--- config.mk ---
export PLATFORM = sky130hd
export DESIGN_NAME = mul_share_arbiter
export DESIGN_NICKNAME = d
export VERILOG_FILES = /design/src/rtl/mul_share_arbiter.sv
export SDC_FILE = /design/constraint.sdc
export NUM_CORES = 1
export LEC_CHECK = 0
export ABC_AREA = 1
export BUFFER_PORTS_ARGS = -buffer_cell sky130_fd_sc_hd__buf_4
export CORE_AREA = 5 5 252 254
export DETAILED_ROUTE_END_ITERATION = 10
export DIE_AREA = 0 0 257 259
export PLACE_DENSITY = 0.43
export SYNTH_ARGS = -nofsm -noshare
export SYNTH_HDL_FRONTEND = slang
export SYNTH_SLANG_ARGS = --single-unit
export TNS_END_PERCENT = 10
--- constraint.sdc ---
create_clock -name clk -period 10.15 [get_ports clk]
set_input_delay 1.015 -clock clk [delete_from_list [all_inputs] [get_ports clk]]
set_output_delay 1.015 -clock clk [all_outputs]
set_load 0.03 [all_outputs]
--- src/rtl/mul_share_arbiter.sv ---
// rtl/mul_share_arbiter.sv - two-requester round-robin front end for one shared 64x64 signed multiplier
//
// Purpose: accepts one multiply at a time from req0/req1 (round-robin when both are
// valid), registers the operands onto mul_a/mul_b, waits LATENCY edges, captures the
// multiplier's product/overflow, and holds the response until resp_ready.
//
// Ports:
//   clk, rst                       clock, asynchronous active-high reset
//   reqN_valid/reqN_ready          requester N handshake (ready is combinational)
//   reqN_a/reqN_b                  requester N operands (two's complement)
//   mul_a/mul_b                    registered operands to the shared multiplier
//   mul_product/mul_overflow       multiplier result
//   resp_valid/resp_ready          response handshake
//   resp_id/resp_product/resp_overflow  owner and captured result
//   busy                           block is not idle
//   grant_cnt0/grant_cnt1          saturating accept counters (MUL_SHARE_STATS_EN only)
//
// Configuration: define MUL_SHARE_STATS_EN to add the grant counters.

module mul_share_arbiter #(
  parameter int unsigned LATENCY = 1
) (
  input  logic          clk,
  input  logic          rst,
  input  logic          req0_valid,
  output logic          req0_ready,
  input  logic [63:0]   req0_a,
  input  logic [63:0]   req0_b,
  input  logic          req1_valid,
  output logic          req1_ready,
  input  logic [63:0]   req1_a,
  input  logic [63:0]   req1_b,
  output logic [63:0]   mul_a,
  output logic [63:0]   mul_b,
  input  logic [127:0]  mul_product,
  input  logic          mul_overflow,
  output logic          resp_valid,
  input  logic          resp_ready,
  output logic          resp_id,
  output logic [127:0]  resp_product,
  output logic          resp_overflow,
  output logic          busy
`ifdef MUL_SHARE_STATS_EN
  ,
  output logic [31:0]   grant_cnt0,
  output logic [31:0]   grant_cnt1
`endif
);

  typedef enum logic [1:0] {ST_IDLE, ST_BUSY, ST_DONE} state_t;

  localparam logic [3:0] CNT_INIT = 4'(LATENCY - 1);

  state_t         state_q, state_d;
  logic           rr_ptr_q, rr_ptr_d;
  logic [3:0]     cnt_q, cnt_d;
  logic [63:0]    mul_a_q, mul_a_d;
  logic [63:0]    mul_b_q, mul_b_d;
  logic           resp_valid_q, resp_valid_d;
  logic           resp_id_q, resp_id_d;
  logic [127:0]   resp_product_q, resp_product_d;
  logic           resp_overflow_q, resp_overflow_d;

  logic           gnt0, gnt1, accept;

  // A lone valid requester always wins; on contention rr_ptr picks.
  assign gnt0 = req0_valid & (~req1_valid | ~rr_ptr_q);
  assign gnt1 = req1_valid & (~req0_valid |  rr_ptr_q);

  assign req0_ready = (state_q == ST_IDLE) & gnt0;
  assign req1_ready = (state_q == ST_IDLE) & gnt1;
  assign accept     = req0_ready | req1_ready;

  always_comb begin
    state_d         = state_q;
    rr_ptr_d        = rr_ptr_q;
    cnt_d           = cnt_q;
    mul_a_d         = mul_a_q;
    mul_b_d         = mul_b_q;
    resp_valid_d    = resp_valid_q;
    resp_id_d       = resp_id_q;
    resp_product_d  = resp_product_q;
    resp_overflow_d = resp_overflow_q;
    case (state_q)
      ST_IDLE: begin
        if (accept) begin
          mul_a_d   = req1_ready ? req1_a : req0_a;
          mul_b_d   = req1_ready ? req1_b : req0_b;
          resp_id_d = req1_ready;
          rr_ptr_d  = ~req1_ready;
          cnt_d     = CNT_INIT;
          state_d   = ST_BUSY;
        end
      end
      ST_BUSY: begin
        if (cnt_q == 4'd0) begin
          resp_product_d  = mul_product;
          resp_overflow_d = mul_overflow;
          resp_valid_d    = 1'b1;
          state_d         = ST_DONE;
        end else begin
          cnt_d = cnt_q - 4'd1;
        end
      end
      ST_DONE: begin
        // Returning to IDLE first costs one cycle but keeps accept off the response edge.
        if (resp_ready) begin
          resp_valid_d = 1'b0;
          state_d      = ST_IDLE;
        end
      end
      default: state_d = ST_IDLE;
    endcase
  end

`ifdef MUL_SHARE_STATS_EN
  logic [31:0] gcnt0_q, gcnt0_d;
  logic [31:0] gcnt1_q, gcnt1_d;

  always_comb begin
    gcnt0_d = gcnt0_q;
    gcnt1_d = gcnt1_q;
    if (req0_ready && (gcnt0_q != 32'hFFFF_FFFF)) gcnt0_d = gcnt0_q + 32'd1;
    if (req1_ready && (gcnt1_q != 32'hFFFF_FFFF)) gcnt1_d = gcnt1_q + 32'd1;
  end

  always_ff @(posedge clk or posedge rst) begin
    if (rst) begin
      gcnt0_q <= 32'd0;
      gcnt1_q <= 32'd0;
    end else begin
      gcnt0_q <= gcnt0_d;
      gcnt1_q <= gcnt1_d;
    end
  end

  assign grant_cnt0 = gcnt0_q;
  assign grant_cnt1 = gcnt1_q;
`endif

  always_ff @(posedge clk or posedge rst) begin
    if (rst) begin
      state_q         <= ST_IDLE;
      rr_ptr_q        <= 1'b0;
      cnt_q           <= 4'd0;
      mul_a_q         <= 64'd0;
      mul_b_q         <= 64'd0;
      resp_valid_q    <= 1'b0;
      resp_id_q       <= 1'b0;
      resp_product_q  <= 128'd0;
      resp_overflow_q <= 1'b0;
    end else begin
      state_q         <= state_d;
      rr_ptr_q        <= rr_ptr_d;
      cnt_q           <= cnt_d;
      mul_a_q         <= mul_a_d;
      mul_b_q         <= mul_b_d;
      resp_valid_q    <= resp_valid_d;
      resp_id_q       <= resp_id_d;
      resp_product_q  <= resp_product_d;
      resp_overflow_q <= resp_overflow_d;
    end
  end

  assign mul_a         = mul_a_q;
  assign mul_b         = mul_b_q;
  assign resp_valid    = resp_valid_q;
  assign resp_id       = resp_id_q;
  assign resp_product  = resp_product_q;
  assign resp_overflow = resp_overflow_q;
  assign busy          = (state_q != ST_IDLE);

endmodule
==> results.txt <==
The count of buffers from port buffering came out at approximately 650. At the end of the flow the core is filled with cells to 0.2961. Tracing the worst setup path back leads to its startpoint at req0_valid. Yosys attributes the largest share of cell area to sky130_fd_sc_hd__dfrtp_1, sky130_fd_sc_hd__nand2_1, sky130_fd_sc_hd__nand3_1. The tree built by TritonCTS fans out to approximately 270 sinks. The total area inside the core boundary comes to a little over 60000 um2. After detailed routing, the number of remaining DRC violations is 0.

The count of vias placed by the detailed router is 11260. After synthesis the cells add up to between 10000 and 15000 um2. The number of max-slew violations in the final report came out at 0.

Of the total synthesized cell area, the portion taken by XOR and XNOR cells is 0.0007578. The number of CTS-inserted buffers is 35. The area growth from synthesis to layout came out at 56.37%. The number of antenna violations at the first check in global routing is 4. The minimum clock period is between 4 and 5 ns. The multiplexer fraction of the synthesized cell area is 0. The number of nets handed over by synthesis was 1737. The share of synthesized area occupied by flip-flops and latches came out at 0.5759. The overall power after layout is 6.325 mW. The CTS H-tree depth came out at 2. Measured along the y axis, the die boundary spans between 200 and 300 um. The max capacitance violation total is 0. Excluding fillers, the count of instances in the completed layout stands at between 2000 and 3000.

The synthesized design spends more area on one cell type than any other, namely sky130_fd_sc_hd__dfrtp_1. The number of warnings reported in the yosys synthesis log came out at 0. The synthesized flop and latch total came out at 266. The count of placed standard cells including taps came out at about 2700. The pin slew with the least headroom to its limit came out at about 1.0 ns.

The ratio of final minimum period to clock period came out at 0.4142. The share of final-layout standard cells stronger than drive strength 1 is 0.3654. The startpoint identified for the worst hold timing path is resp_id. Setup repair after global routing left no endpoint under its margin. The clock latency at the later pin of the worst-skew pair is 0.53 ns. Dividing total power by cell area gives a power density of 350.0 nW/um2. The average vias per placed instance came out at approximately 4.1. The number of iterations in the first detailed-routing pass came out at 5. The largest buffer count on any clock path is 3. The number of hold violations in the final report was 0. The maximum number of pins on one net before global-route repair is around 110.

The die area is approximately 67000 um2. At the end of the flow, the number of nets in the layout was about 2300. The arrival time at the worst endpoint is approximately 3.2 ns. The final weighted congestion of routability-driven global placement came out at roughly 0.81.

Row generation in the floorplan step produced just over 90 rows. TritonCTS built the clock tree. Global routing finished with a remaining overflow of 0. Along the worst path, the maximum fanout reaches 55. In this run the critical register-to-register path is launched from state_q[0].

The number of global-route vias before repair is around 12000. The synthesized-area fraction occupied by ao, oa, aoi and oai cells came out at 0.05759. In this run the tightest slew margin relative to its limit is 0.3129. The timing-limited maximum frequency came out at 0.2379 GHz. Clock tree synthesis selected as its root buffer the cell sky130_fd_sc_hd__clkbuf_16. The global-route wire length before repair came out at approximately 71 mm.

The critical path start-end classification is in2out. The number of setup buffers added after CTS is 0. Setup violations remaining at the end of the flow were counted as 0. After synthesis, the largest family of logic cells by area is simple AND/OR/NAND/NOR gates.

The simple-gate area share of the yosys netlist is 0.2572. The remaining number of nets flagged by the antenna check after routing is 0. Across all hold checks on the routed design, the worst slack comes to around 0.48 ns. The worst IR drop on VDD came out at approximately 0.00015 V.

The total wire length came out at 47.79 mm. After technology mapping, the gate count stands at between 1000 and 1500. The iteration-0 DRC count of the detailed router is between 500 and 600.

For this configuration, the core starts out at a cell density of 0.1894. The post-CTS resize count came out at 0. Summed over all cells, the static leakage comes to 9.714 nW. The run finished with clean final reports. The worst min-delay path category is reg2reg. The width of the chip came out at 257 um.

The synthesized area per cell is around 8.6 um2. The HPWL after detailed placement is ~35 mm. STA classifies the critical path endpoint as an output pin. The layout has roughly 6600 filler cells. The routed wirelength normalized by instance count is ~17 um. The data required time at the worst endpoint is roughly 9.1 ns.

The total routing usage reported by global routing came out at 0.1356. The worst setup path is launched from an input pin. Hold repair after CTS inserted 0 buffers. The boundary pin count came out at approximately 650.

The adder and majority cell fraction of the synthesized area is 0.002165. The number of different library cells used by synthesis comes to 22. The most common cell after layout, fill and taps aside is sky130_fd_sc_hd__buf_4.

The clock slew at the register clock pins of the worst setup and hold paths is 0.05 ns. After routing, the total negative slack on setup checks comes to 0 ns. The share of synthesized area in the top cell type comes to 0.5759. In the layout the commonest cells are sky130_fd_sc_hd__buf_4, sky130_fd_sc_hd__nand2_1, sky130_fd_sc_hd__dfrtp_1. The worst clock skew came out at just over 0.008 ns.
layout make-up:
class,count,area [um2],share of cell area
diodes,1,2.502,0.0001385
clock buffers,49,1041,0.05760
clock inverters,8,93.84,0.005192
inverters,172,655.6,0.03628
multi-input cells,821,3680,0.2036
flip-flops and latches,266,6656,0.3683
well taps,790,988.4,0.05469
repair buffers,660,4955,0.2742
sequential cells by signal, indices dropped and copies added (netlist names):
signal and count:
resp_product 128, mul_a 64, mul_b 64, cnt_q 4, state_q 2, resp_id 1
resp_overflow 1, resp_valid 1, rr_ptr_q 1
worst max-delay path: stages:
cell,delay [ns]
sky130_fd_sc_hd__buf_4,0.13
sky130_fd_sc_hd__nand2_1,0.45
sky130_fd_sc_hd__nand3_4,0.71
sky130_fd_sc_hd__clkinv_2,0.62
sky130_fd_sc_hd__buf_4,0.25
per-stage QoR:
stage               setup WS [ns]  area, um2
floorplan                   1.810      11560
global placement            5.978      16940
detailed placement          5.918      16940
CTS                         5.932      18070
global route                5.780      18070
finish                      5.946      18070
power breakdown:
part	internal (mW)	leakage (nW)	switching [mW]	total, mW
logic	1.10	5.88	2.09	3.19
registers	1.59	3.27	0.297	1.89
clock network	0.761	0.565	0.483	1.24
total	3.45	9.71	2.87	6.32
kinds of logic (layout without fill, tap and decap cells):
logic type                 after synthesis  count (layout)
other                                    0               1
and+or+nand+nor                        686             686
xor gates and xnor gates                 1               1
DFF                                    266             266
adders and majority gates                2               2
AOI/OAI and AO/OA                      132             132
buffers and inverters                  258             889
worst paths after layout:
path                                    endpoint  slack, ns  cells after the start
min in group asynchronous       resp_product[51]       0.50                      2
worst max register to register         mul_a[34]       6.66                      6
worst min-delay path                     resp_id       0.48                      2
max in group asynchronous              mul_a[33]       7.36                      4
worst max-delay path                  req1_ready       5.95                      5
worst min register to register           resp_id       0.48                      2
metal layers:
layer / global-route usage / wire length (um) / vias to the layer above / share of wire
li1: - / - / 5484 / -
met1: 0.1525 / 18300 / 5262 / 0.38
met5: 0 / 41 / - / 0.00086
met3: 0.05661 / 4421 / 78 / 0.093
met4: 0.04295 / 1391 / 6 / 0.029
met2: 0.2345 / 23640 / 433 / 0.49
Yosys cell counts (all sizes together):
cell,instances
nand2,415
dfrtp,266
nand3,248
inv,172
o21ai,130
buf,67
clkbuf,19
nand4,19
nor2,4
ha,2
a22oi,1
o31ai,1
xor2,1
No activity file was read; power rests on OpenSTA's default activity.
